File: src/rtl/addsub_share_pkg.sv
// Shared types for the time-shared add/subtract arbiter.
package addsub_share_pkg;

  typedef enum logic [1:0] {
    IDLE = 2'd0,
    LOAD = 2'd1,
    EXEC = 2'd2,
    RESP = 2'd3
  } state_e;

  localparam logic OP_ADD = 1'b0;
  localparam logic OP_SUB = 1'b1;

endpackage

File: src/rtl/addsub_share_arb_rr_pick.sv
// Combinational round-robin picker: first set request at or above ptr_i,
// wrapping to the lowest set request when none is found above the pointer.
module rr_pick
  import addsub_share_pkg::*;
#(
  parameter int NUM_REQ = 4,
  parameter int IDW     = $clog2(NUM_REQ)
) (
  input  logic [NUM_REQ-1:0] req_i,
  input  logic [IDW-1:0]     ptr_i,
  output logic               any_req_o,
  output logic [IDW-1:0]     winner_o
);

  logic found;

  // First pass honours the pointer; the second pass supplies the wrap-around winner.
  always_comb begin
    any_req_o = |req_i;
    winner_o  = '0;
    found     = 1'b0;
    for (int i = 0; i < NUM_REQ; i++) begin
      if (!found && req_i[i] && (IDW'(i) >= ptr_i)) begin
        winner_o = IDW'(i);
        found    = 1'b1;
      end
    end
    for (int i = 0; i < NUM_REQ; i++) begin
      if (!found && req_i[i]) begin
        winner_o = IDW'(i);
        found    = 1'b1;
      end
    end
  end

endmodule

File: src/rtl/addsub_share_arb.sv
// Round-robin sequencer sharing one registered add/subtract unit among NUM_REQ clients.
// Define ADDSUB_SHARE_SAT_EN for saturating results instead of modular wrap-around.
module addsub_share_arb
  import addsub_share_pkg::*;
#(
  parameter int NUM_REQ = 4,
  parameter int WIDTH   = 8
) (
  input  logic                       clk,
  input  logic                       reset,
  input  logic [NUM_REQ-1:0]         req,
  input  logic [NUM_REQ-1:0]         oper,
  input  logic [NUM_REQ*WIDTH-1:0]   a_in,
  input  logic [NUM_REQ*WIDTH-1:0]   b_in,
  output logic [NUM_REQ-1:0]         gnt,
  output logic                       res_valid,
  output logic [$clog2(NUM_REQ)-1:0] res_id,
  output logic [WIDTH-1:0]           res,
  output logic                       carry
);

  localparam int IDW = $clog2(NUM_REQ);

  state_e           state_q, state_d;
  logic [IDW-1:0]   winner_q, winner_d;
  logic [IDW-1:0]   rr_ptr_q, rr_ptr_d;
  logic [IDW-1:0]   ptr_next, pick_ptr, pick_winner;
  logic             any_req;
  logic [WIDTH-1:0] opa_q, opb_q, res_q, res_d;
  logic             op_q, carry_q, carry_d;
  logic [WIDTH:0]   sum_ext;

  // In RESP the rotated pointer is used immediately so back-to-back grants stay fair.
  assign ptr_next = (winner_q == IDW'(NUM_REQ - 1)) ? '0 : winner_q + IDW'(1);
  assign pick_ptr = (state_q == RESP) ? ptr_next : rr_ptr_q;

  rr_pick #(
    .NUM_REQ(NUM_REQ),
    .IDW    (IDW)
  ) u_pick (
    .req_i    (req),
    .ptr_i    (pick_ptr),
    .any_req_o(any_req),
    .winner_o (pick_winner)
  );

  always_comb begin
    state_d  = state_q;
    winner_d = winner_q;
    rr_ptr_d = rr_ptr_q;
    case (state_q)
      IDLE: begin
        if (any_req) begin
          winner_d = pick_winner;
          state_d  = LOAD;
        end
      end
      LOAD: state_d = EXEC;
      EXEC: state_d = RESP;
      RESP: begin
        rr_ptr_d = ptr_next;
        if (any_req) begin
          winner_d = pick_winner;
          state_d  = LOAD;
        end else begin
          state_d = IDLE;
        end
      end
      default: state_d = IDLE;
    endcase
  end

  always_ff @(posedge clk or posedge reset) begin
    if (reset) begin
      state_q  <= IDLE;
      winner_q <= '0;
      rr_ptr_q <= '0;
    end else begin
      state_q  <= state_d;
      winner_q <= winner_d;
      rr_ptr_q <= rr_ptr_d;
    end
  end

  // The borrow of the subtract lands in the extra MSB, so one bit serves as carry and borrow.
  always_comb begin
    if (op_q == OP_SUB) begin
      sum_ext = {1'b0, opa_q} - {1'b0, opb_q};
    end else begin
      sum_ext = {1'b0, opa_q} + {1'b0, opb_q};
    end
    carry_d = sum_ext[WIDTH];
    res_d   = sum_ext[WIDTH-1:0];
`ifdef ADDSUB_SHARE_SAT_EN
    if (carry_d) begin
      res_d = (op_q == OP_SUB) ? '0 : '1;
    end
`endif
  end

  always_ff @(posedge clk or posedge reset) begin
    if (reset) begin
      opa_q   <= '0;
      opb_q   <= '0;
      op_q    <= OP_ADD;
      res_q   <= '0;
      carry_q <= 1'b0;
    end else begin
      if (state_q == LOAD) begin
        opa_q <= a_in[int'(winner_q) * WIDTH +: WIDTH];
        opb_q <= b_in[int'(winner_q) * WIDTH +: WIDTH];
        op_q  <= oper[winner_q];
      end
      if (state_q == EXEC) begin
        res_q   <= res_d;
        carry_q <= carry_d;
      end
    end
  end

  assign gnt       = (state_q == LOAD) ? ({{(NUM_REQ-1){1'b0}}, 1'b1} << winner_q) : '0;
  assign res_valid = (state_q == RESP);
  assign res_id    = (state_q == RESP) ? winner_q : '0;
  assign res       = res_q;
  assign carry     = carry_q;

endmodule

File: config.mk
export PLATFORM = sky130hd
export DESIGN_NAME = addsub_share_arb
export DESIGN_NICKNAME = d
export VERILOG_FILES = /design/src/rtl/addsub_share_pkg.sv /design/src/rtl/addsub_share_arb_rr_pick.sv /design/src/rtl/addsub_share_arb.sv
export SDC_FILE = /design/constraint.sdc
export NUM_CORES = 1
export LEC_CHECK = 0
export CORE_MARGIN = 3
export CORE_UTILIZATION = 44
export CTS_CLUSTER_SIZE = 30
export DETAILED_ROUTE_END_ITERATION = 8
export PLACE_DENSITY = 0.8
export SLEW_MARGIN = 25
export SYNTH_ARGS = -nofsm -noshare
export SYNTH_HDL_FRONTEND = slang
export SYNTH_HIERARCHICAL = 1
export SYNTH_SLANG_ARGS = --single-unit
File: constraint.sdc
create_clock -name clk -period 2.9 [get_ports clk]
set_clock_uncertainty 0.2 [all_clocks]
set_input_delay 0.58 -clock clk [delete_from_list [all_inputs] [get_ports clk]]
set_output_delay 0.58 -clock clk [all_outputs]
set_load 0.005 [all_outputs]
# Word-level counts from Yosys, hierarchy flattened
# Index checks and enable logic that the tools add are counted.
word_totals:
  ff_bits: 32
  input_bits: 74
  output_inout_bits: 16
  word_cells: 70
classes:
  addsub: 3
  order_cmp: 5
  eq_ne: 5
  n_shift: 3
  n_mux: 24
  n_reduce_logical: 22
ops:
  columns: ["op", "n"]
  rows:
  - ["$shiftx A32 B6 Y8", 2]
  - ["$mux W2", 10]
  - ["$logic_and A1 B1 Y1", 11]
  - ["$mux W1", 10]
  - ["$add A8 B8 Y9", 1]
  - ["$mux W9", 1]
  - ["$sub A8 B8 Y9", 1]
  - ["$pmux W2 S4", 1]
  - ["$logic_not A1 Y1", 7]
  - ["$eq A2 B2 Y1 const B", 3]
  - ["$ge A1 B2 Y1 const A", 2]
  - ["$ge A2 B2 Y1 const A", 2]
  - ["$mux W4", 1]
  - ["$reduce_or A4 Y1", 1]
  - ["$shl A1 B2 Y4 const A", 1]
  - ["$lt A2 B3 Y1 const B", 1]
  - ["$add A2 B1 Y2 const B", 1]
  - ["$bmux W1 S2", 1]
  - ["$eq A2 B1 Y1 const B", 1]
  - ["$logic_not A2 Y1", 1]
  - ["$ne A2 B2 Y1 const B", 1]
  - ["$reduce_and A2 Y1", 1]
  - ["$reduce_or A2 Y1", 1]

# Longest topological paths before layout
depth:
  depth_word: 30
  depth_mapped: 11
  depth_no_buf: 11

# By module
# The synthesis kept the hierarchy.
modules_own_cells:
  columns: ["mod", "n_inst", "cells_each", "area_per_inst_um2", "seq_area_each_um2"]
  rows:
  - ["addsub_share_arb", 1, 195, 2253.4, 800.8]
  - ["rr_pick", 1, 12, 73.8, 0.0]

# Least setup slack after synthesis
# OpenSTA, ideal clock, no wires.
synth_path:
  path_kind: "register to register"
  start: "register opb_q[3]"
  end: "register carry_q (netlist: carry)"
  setup_time_ps: 125
  arrival_time_ps: 2252
  t_required_ps: 2575
  path_slack_ps: 323
  path_stages_with_launch: 10
  path_buffers: 0
  period_less_slack_ps: 2577
  path_cell_list: "dfrtp_1 > nor4_1 > a21oi_1 > xnor2_1 > ha_1 > a21o_1 > or3_1 > o21ai_2 > xor2_1 > mux2_2"
synth_between:
  elab_chain_cells: 2
  elab_cells_between_ends: 3
  classes_between: "add/sub (2); mux (1)"
synth_lines:
  columns: ["element", "line", "source"]
  rows:
  - ["start: declaration", "addsub_share_arb.sv:29", "logic [WIDTH-1:0] opa_q, opb_q, res_q, res_d;"]
  - ["start signal: assignment", "addsub_share_arb.sv:111", "opb_q <= b_in[int'(winner_q) * WIDTH +: WIDTH];"]
  - ["$add A8 B8 Y9 / $sub A8 B8 Y9 (equally long branches)", "addsub_share_arb.sv:90, addsub_share_arb.sv:88", null]
  - ["$mux W9 *", "addsub_share_arb.sv:87", "if (op_q == OP_SUB) begin"]
  - ["end signal: assignment", "addsub_share_arb.sv:116", "carry_q <= carry_d;"]
  - ["end: declaration", "addsub_share_arb.sv:30", "logic op_q, carry_q, carry_d;"]
# Mark *: on every way between the ends. The rest lies on a longest branch, timed or not.
# A chain may end at the register's enable or synchronous reset.

# Worst setup path after layout
layout_path:
  start: "register opb_q[0]"
  end: "register carry_q (netlist: carry)"
# Same word-level chain as after synthesis.

==> results.py <==
metrics = {
    "logic_synthesis": {
        "avgSynthCellArea_um2": 11.2,
        "synth_cell_types": 37,
        "ys_ff_latch": 32,
        "ys_warn_count": 6,
        "syn_area_mm2": 0.00233,
        "synth_cells": 207,
        "ys_seq_area_frac": 0.344,
        "synthesis.nets": 300,
    },
    "clock_tree": {
        "clk_latency_ns": 0.28,
        "htreeDepth": 2,
        "clk_pin_slew_ns": 0.07,
        "cts_tree": "built",
        "cts.sinks": 32,
        "postCtsSetupRepairBufs": 0,
        "cts_buffer_depth": 2,
        "cts_buffers": 5,
        "root_buffer": "clkbuf_8",
    },
    "grt": {
        "grt_pass1_wl_um": 9210,
        "grt_pass1_vias": 2118,
        "antenna_found_initial": 0,
        "grt_max_degree": 33,
        "track_usage": 0.187,
        "grt-ovfl-total": 0,
    },
    "final_layout": {
        "final.fill_count": 405,
        "final_common_cell": "clkdlybuf4s50_1",
        "final_cell_mix": "89 x clkdlybuf4s50_1, 32 x dfrtp_1, 18 x mux2_2, 18 x ha_1, 17 x mux4_2",
        "multi_input_area_mm2": 0.00144,
        "final_area_mm2": 0.00342,
        "register_area_um2": 801,
        "num_antenna_cells": 0,
        "drive_gt1_frac": 0.183,
        "nNetsFinal": 392,
        "areaGrowthSynthToFinish_pct": 47.0,
        "finish.utilization": 0.697,
    },
    "setup_path": {
        "cp-start-kind": "flip-flop",
        "reg2reg_to": "carry",
        "endpoint": "carry",
        "startpoint": "opb_q[0]",
        "r2r_setup_slack_ns": 0.17,
        "path_class": "reg -> reg",
        "critical_path_arrival_ns": 2.70,
        "r2r_cells": 9,
        "cp.required_ns": 2.87,
        "r2r-start": "opb_q[0]",
        "critPathMaxFanout": 4,
        "endpoint_kind": "flip-flop",
    },
    "floorplan": {
        "placementRows": 25,
        "core-area_mm2": 0.00491,
        "die_w_um": 78.7,
        "dieArea_mm2": 0.00620,
        "start_util": 0.474,
        "num_io_pins": 90,
        "die_h_um": 78.7,
    },
    "drt": {
        "wirelength_um": 5440,
        "vias_per_cell": 5.26,
        "drcViolationCount": 0,
        "ant_nets": 0,
        "vias": 1929,
        "drt-initial-drc-count": 96,
        "dr.pass1.iters": 4,
        "routedWlPerCell_um": 14.8,
    },
    "sta": {
        "worst_pin_slew_ns": 0.432,
        "hold_viol": 0,
        "timing.final.ws_setup_ns": 0.166,
        "rsz0062_at_grt": "no",
        "setup-violations-final": 0,
        "setup_tns_ns": 0,
        "max_freq_mhz": 366,
        "fin_crit_sh": 0.943,
        "slew_violations": 0,
        "slew_headroom": 0.712,
        "period_minus_slack_ns": 2.73,
    },
    "place": {
        "gp_congestion": 0.835,
        "dpl.hpwl_um": 4470,
        "placed_area_mm2": 0.00330,
        "dp_slack_ns": 0.128,
        "portBuffers": 89,
    },
    "min_path": {
        "whs_path_depth": 2,
        "hp-start": "res[5]",
        "worstHoldPathType": "reg -> reg",
    },
    "pwr": {
        "power.density_mw_per_mm2": 1190,
        "pwr-share-comb": 0.680,
        "switching_power_mw": 1.63,
        "power_frac_seq": 0.218,
        "internal_power_mw": 2.46,
        "ir_drop_uv": 527,
        "leakagePower_nw": 1.40,
        "pwr-share-clk": 0.103,
        "swShare": 0.398,
    },
    "outcome": {
        "status": "finished, final reports clean",
    },
    "job": {
        "maxCapViolations": 0,
    },
}
[metal layers]
layer | track usage | vias up | wire, µm
li1 | - | 928 | -
met3 | 0.0351 | 6 | 298
met4 | 0.0437 | 0 | 27
met5 | 0 | - | 0
met2 | 0.352 | 55 | 2930
met1 | 0.217 | 940 | 2190
[power by group through the flow]
stage	sequential [mW]	combinational [mW]	clock [mW]
finish	0.890	2.78	0.419
global route	0.922	3.11	0.452
CTS	0.885	2.80	0.427
detailed placement	0.892	2.78	0
global placement	0.879	2.73	0
floorplan	0.831	2.11	0
[cell families (layout without fill, tap and decap cells)]
group,after synthesis,after routing,share of synthesized area
AOI/OAI and AO/OA,39,39,0.110
xor gates and xnor gates,11,11,0.0414
DFF,32,32,0.344
buffers and inverters,24,117,0.0414
adders and majority gates,19,19,0.105
and+or+nand+nor,45,45,0.0952
muxes,37,37,0.262
[per-stage QoR]
stage | hold WS [ns] | power (mW) | std cells
after global routing | 0.326 | 4.49 | 367
after global placement | 0.267 | 3.61 | 359
final | 0.281 | 4.09 | 367
after floorplan | 0.275 | 2.94 | 207
after detailed placement | 0.270 | 3.67 | 359
after CTS | 0.288 | 4.11 | 367
[synth_stat cells (all sizes together)]
master	instances	share of area
nor3	3	0.0064
mux2	19	0.094
o211ai	1	0.0032
or2b	1	0.0032
mux2i	1	0.0043
a31oi	2	0.0054
nor4	1	0.0027
or3	1	0.0027
xnor2	10	0.038
a311oi	1	0.0038
fa	1	0.0086
nor3b	1	0.0032
ha	18	0.097
nand2b	6	0.016
o22a	2	0.0075
a21o	2	0.0064
o21ai	13	0.031
o2bb2a	1	0.0043
o31ai	2	0.0064
o21a	2	0.0064
o41ai	1	0.0070
nor2	12	0.019
a21oi	11	0.025
xor2	1	0.0038
nand2	12	0.019
nor2b	1	0.0027
buf	5	0.011
clkbuf	4	0.0064
a211oi	1	0.0032
and2	6	0.016
inv	15	0.024
dfrtp	32	0.34
or4	1	0.0032
mux4	17	0.16
[critical path, stage by stage (launching register included)]
cell and delay [ns]:
dfrtp_1 0.41, inv_1 0.09, ha_1 0.29, mux2_2 0.29, fa_1 0.43, nand2b_1 0.18, a21oi_1 0.22, o21ai_2 0.09
xor2_1 0.15, mux2_2 0.27
[state kept, by name, summed over array words and instances, names as in the netlist]
name,count
carry,1
rr_ptr_q,2
opa_q,8
opb_q,8
op_q,1
state_q,2
res,8
winner_q,2
[layout make-up]
cell class / instances / area share
timing repair buffer: 94 / 0.271
sequential: 32 / 0.234
multi-input combinational: 151 / 0.421
clock buffer: 5 / 0.0201
clock inverter: 3 / 0.0124
inverter: 15 / 0.0165
tap: 67 / 0.0245
[how the worst min path moves through the flow]
stage / to / slack [ns]
5_1_grt: res[3] / 0.33
6_report: res[5] / 0.28
4_1_cts: res[5] / 0.29
2_1_floorplan: res[3] / 0.28
3_5_place_dp: res[5] / 0.27
3_3_place_gp: res[3] / 0.27
[timing repair]
| action | 4_1_cts | 5_1_grt |
|---|---|---|
| setup endpoints to repair | 0 | 2 |
| hold buffers | 0 | 0 |
| endpoints found under the hold margin | 0 | 0 |
| gates resized for setup | 0 | 2 |
Note: power is estimated with default switching activity, not from simulation.
